**src/rtl/fifo_wr_arbiter.sv**
```systemverilog
// Packet-atomic round-robin arbiter that shares one FIFO write port among NUM_SRC
// AXI-Stream sources; never writes while the FIFO is full.
module fifo_wr_arbiter #(
    parameter int NUM_SRC = 4,
    parameter int DATA_W  = 32,
    parameter int LEN_W   = 16
) (
    input  logic                       clk,
    input  logic                       rst,
    input  logic [NUM_SRC-1:0]         i_tvalid,
    input  logic [NUM_SRC*DATA_W-1:0]  i_tdata,
    input  logic [NUM_SRC-1:0]         i_tlast,
    output logic [NUM_SRC-1:0]         o_tready,
    output logic                       o_wen,
    output logic [DATA_W-1:0]          o_wdata,
    output logic                       o_wlast,
    input  logic                       i_wfull,
    output logic [NUM_SRC-1:0]         o_grant,
    output logic [$clog2(NUM_SRC)-1:0] o_src_id,
    output logic                       o_pkt_done,
    output logic [LEN_W-1:0]           o_pkt_len,
    output logic                       dbg_state
);

    localparam int SRC_W = $clog2(NUM_SRC);

    // Handshake: a beat moves on a cycle where tvalid[k] and tready[k] are both high;
    // that same cycle o_wen is high and the beat is written into the FIFO.
    typedef enum logic {IDLE = 1'b0, LOCKED = 1'b1} state_t;

    state_t           state, state_nxt;
    logic [SRC_W-1:0] last;
    logic [SRC_W-1:0] winner;
    logic             any_req;
    logic [LEN_W-1:0] cnt;
    logic [LEN_W-1:0] cnt_inc;
    logic             sel_valid;
    logic             beat_done;

    // Iterate the search order backwards so the first requester after 'last' wins.
    always_comb begin
        winner  = '0;
        any_req = 1'b0;
        for (int i = NUM_SRC; i >= 1; i--) begin
            if (i_tvalid[(int'(last) + i) % NUM_SRC]) begin
                winner  = SRC_W'((int'(last) + i) % NUM_SRC);
                any_req = 1'b1;
            end
        end
    end

    assign sel_valid = i_tvalid[o_src_id];
    assign o_wen     = (state == LOCKED) & sel_valid & ~i_wfull;
    assign o_tready  = (state == LOCKED && !i_wfull) ? o_grant : '0;
    assign o_wdata   = i_tdata[int'(o_src_id)*DATA_W +: DATA_W];
    assign o_wlast   = i_tlast[o_src_id];
    assign beat_done = o_wen & o_wlast;
    assign cnt_inc   = (&cnt) ? cnt : cnt + LEN_W'(1);
    assign dbg_state = (state == LOCKED);

    always_comb begin
        state_nxt = state;
        case (state)
            IDLE:    if (any_req)   state_nxt = LOCKED;
            LOCKED:  if (beat_done) state_nxt = IDLE;
            default: state_nxt = IDLE;
        endcase
    end

    always_ff @(posedge clk) begin
        if (rst) begin
            state      <= IDLE;
            o_grant    <= '0;
            o_src_id   <= '0;
            last       <= SRC_W'(NUM_SRC - 1);
            cnt        <= '0;
            o_pkt_done <= 1'b0;
            o_pkt_len  <= '0;
        end else begin
            state      <= state_nxt;
            o_pkt_done <= beat_done;
            if (state == IDLE && any_req) begin
                o_grant  <= {{(NUM_SRC-1){1'b0}}, 1'b1} << winner;
                o_src_id <= winner;
                last     <= winner;
            end
            if (o_wen) begin
                if (o_wlast) begin
                    cnt       <= '0;
                    o_pkt_len <= cnt_inc;
                    o_grant   <= '0;
                    o_src_id  <= '0;
                end else begin
                    cnt <= cnt_inc;
                end
            end
        end
    end

endmodule

```
**config.mk**
```make
export PLATFORM = sky130hd
export DESIGN_NAME = fifo_wr_arbiter
export DESIGN_NICKNAME = d
export VERILOG_FILES = /design/src/rtl/fifo_wr_arbiter.sv
export SDC_FILE = /design/constraint.sdc
export NUM_CORES = 1
export LEC_CHECK = 0
export CAP_MARGIN = 10
export CELL_PAD_IN_SITES_DETAIL_PLACEMENT = 0
export CELL_PAD_IN_SITES_GLOBAL_PLACEMENT = 1
export CORE_MARGIN = 2
export CORE_UTILIZATION = 25
export CTS_BUF_LIST = sky130_fd_sc_hd__clkbuf_4
export DETAILED_ROUTE_END_ITERATION = 12
export HOLD_SLACK_MARGIN = 0.15
export PLACE_DENSITY_LB_ADDON = 0.1
export SLEW_MARGIN = 0
export SYNTH_ARGS = -nofsm -noshare
export SYNTH_HDL_FRONTEND = slang
export SYNTH_SLANG_ARGS = --single-unit
```
**constraint.sdc**
```tcl
create_clock -name clk -period 2.85 [get_ports clk]
set_clock_uncertainty 0.05 [all_clocks]
set_input_delay 0.57 -clock clk [delete_from_list [all_inputs] [get_ports clk]]
set_output_delay 0.57 -clock clk [all_outputs]
set_load 0.01 [all_outputs]
```
==> results.json <==
{
  "worstSetupEndpoint": "o_wdata[13]",
  "r2r-start": "cnt[3]$_SDFFE_PP0N_",
  "dpl_cell_area_sq_um": 5130,
  "fin_setup_tns_ns": 0,
  "cts.clk_slew.worst_paths_ns": 0.11,
  "rsz0062_at_grt": "false",
  "grt-ovfl-total": 0,
  "arrival_ns": 2.12,
  "yosysTopAreaCellShare": 0.288,
  "fmaxAchievable_mhz": 365,
  "cts_buffers": 5,
  "syn_nets": 445,
  "synth_cells": 305,
  "hold_viol_final": 0,
  "grt_max_degree": 38,
  "r2r_slack_ns": 0.55,
  "p_leak_nw": 1.78,
  "port_buffers": 200,
  "ir_worst_vdd_mv": 0.270,
  "worst_hold_slack_ns": 0.412,
  "wirelength_microns": 12600,
  "syn_avg_cell_area_sq_um": 9.57,
  "topRoutingLayerUsed": "met4",
  "antenna_found_initial": 0,
  "synth_seq_area_share": 0.288,
  "ys_seq_elements": 42,
  "cp_slowest_cell": "clkdlybuf4s50_1",
  "grt.total_usage": 0.199,
  "synth_edf_count": 0,
  "hp-class": "flop to flop",
  "path_class": "primary input to primary output",
  "status": "finished, final reports clean",
  "final_common_cell": "clkdlybuf4s50_1",
  "critical_path_depth": 3,
  "path_cells": "clkdlybuf4s50_1 > mux4_2 > clkdlybuf4s50_1",
  "num_vias": 3249,
  "endpoint_kind": "primary output",
  "design_area_sq_um": 5210,
  "antennaDiodeCount": 0,
  "clockRootBuffer": "clkbuf_4",
  "final.min_clock_period_ns": 2.74,
  "netlist_top_cells_area": "dfxtp_1, mux4_2, o21ai_0",
  "drive_gt1_frac": 0.119,
  "min_path_cells": 2,
  "multi_input_area_sq_um": 1940,
  "synth_warnings": 0,
  "syn_area_sq_um": 2920,
  "synth_ff_type": "dfxtp_1",
  "clock_path_buffers": 2,
  "fin_nets": 642,
  "cts_setup_buffers": 0,
  "slowest_delay_ns": 0.56,
  "ys_types": 51,
  "drcViolationCount": 0,
  "reg2reg_to": "cnt[0]$_SDFFE_PP0N_",
  "cp_data_required_time_ns": 2.23,
  "critPathBufInv": 2,
  "wl_per_cell_microns": 19.5,
  "ant_nets": 0,
  "setup_violations": 0,
  "grt_pass1_vias": 3151,
  "start_util": 0.256,
  "utilization": 0.456,
  "area_delta_synth_final_pct": 78.5,
  "power_density_nw_per_um2": 342,
  "die_w_microns": 112,
  "viasPerCell": 5.03,
  "reg2regPathDepth": 5,
  "final_cell_mix": "clkdlybuf4s50_1, dfxtp_1, mux4_2",
  "slew_headroom": 0.528,
  "dr_wl_met3_microns": 878,
  "clkLatencyLatePin_ns": 0.36,
  "critPathTopFamily": "buffers and inverters",
  "layout_worst_path_cycle_share": 0.961,
  "dieHeight_microns": 112,
  "yosys.area.top_type": "dfxtp_1",
  "coreArea_sq_um": 11400,
  "wl_met2_microns": 6280,
  "gp_congestion": 0.882,
  "fp-row-count": 39,
  "worstSetupStartpointType": "primary input",
  "slew_viol_final": 0,
  "cts.htree.levels": 2,
  "worst_pin_slew_ns": 0.691,
  "dieArea_sq_um": 12600,
  "ioPinCount": 201,
  "cts_tree": "done",
  "synth-async-reset-ratio": 0,
  "stdcell_count": 646,
  "dp.cells": 638,
  "grt_pass1_wl_microns": 19300,
  "cts.sink_count": 42,
  "setup.worst_path.start": "i_tdata[109]",
  "fill_cells": 1115,
  "drt_iter0_markers": 187,
  "cp_max_fo": 1,
  "dr.pass1.iters": 6,
  "seqCellArea_sq_um": 842,
  "met1_length_microns": 5170,
  "dpl.hpwl_microns": 10500,
  "maxCapViolCount": 0,
  "cpMostUsedCell": "clkdlybuf4s50_1"
}
## per-layer routing
metal  vias up  track usage
met1      1533        0.250
met3        15       0.0491
met5         -            0
met4         0       0.0553
met2       129        0.342
li1       1572            -
## power by group
part           internal, mW  switching, mW  total [mW]
Combinational         0.485          0.282       0.767
Sequential            0.602         0.0150       0.617
Clock                 0.195          0.204       0.398
## flip-flops by register name (all words and copies together) (netlist names)
register    cells
cnt            16
o_pkt_len      16
o_grant         4
last            2
o_src_id        2
dbg_state       1
o_pkt_done      1
## cell usage after synthesis (all sizes together), types with 2 or more instances
library cell	count
o21a	3
and4	3
a22o	5
nor4	2
or4	2
clkbuf	11
nor2	21
nor3	7
a22oi	2
a41oi	2
a21o	2
and2	6
a32oi	2
dfxtp	42
o22a	2
nand2	29
a31oi	3
mux2i	7
nand3	10
nor2b	6
and3	4
or3	5
nand3b	2
buf	14
inv	3
xnor2	6
o21ai	22
mux4	33
o2111ai	2
a21oi	19
nand4	7
nand2b	7
## tightest hold or removal path: stages, from the launching register on
cell	delay [ns]
dfxtp_1	0.33
nand2_1	0.05
a21oi_1	0.05
## repair_timing
item | 4_1_cts | 5_1_grt
endpoints found under the setup margin | 0 | 1
hold buffers | 0 | 0
resized for setup | 0 | 1
## area by class of cell
cell class | instances | share of cell area
sequential | 42 | 0.162
clock inverter | 2 | 0.00720
clock buffer | 6 | 0.00864
timing repair buffer | 215 | 0.413
inverter | 3 | 0.00216
tap | 143 | 0.0343
multi-input combinational | 235 | 0.373
## worst min-delay path by stage
stage	start	end	slack [ns]
floorplan	o_pkt_len[2]$_SDFFE_PP0P_	o_pkt_len[2]$_SDFFE_PP0P_	0.43
global placement	o_pkt_len[7]$_SDFFE_PP0P_	o_pkt_len[7]$_SDFFE_PP0P_	0.39
detailed placement	o_pkt_len[8]$_SDFFE_PP0P_	o_pkt_len[8]$_SDFFE_PP0P_	0.40
CTS	o_pkt_len[2]$_SDFFE_PP0P_	o_pkt_len[2]$_SDFFE_PP0P_	0.41
global route	o_pkt_len[2]$_SDFFE_PP0P_	o_pkt_len[2]$_SDFFE_PP0P_	0.44
finish	o_pkt_len[2]$_SDFFE_PP0P_	o_pkt_len[2]$_SDFFE_PP0P_	0.41
## kinds of logic after synthesis
kind of cell,Yosys count,synth area share
buf+inv,28,0.0467
compound gates,72,0.157
simple gates,115,0.204
xor+xnor,7,0.0210
flops,42,0.288
mux,40,0.278
fa+ha+maj,1,0.00428
## metrics by stage
stage	total power, mW	setup slack, ns
final	1.78	0.110
after global placement	1.40	0.0226
after global routing	1.87	0.0493
after detailed placement	1.41	0.0282
after floorplan	0.946	0.593
after CTS	1.81	0.0127
(Power assumes the default switching activity.)
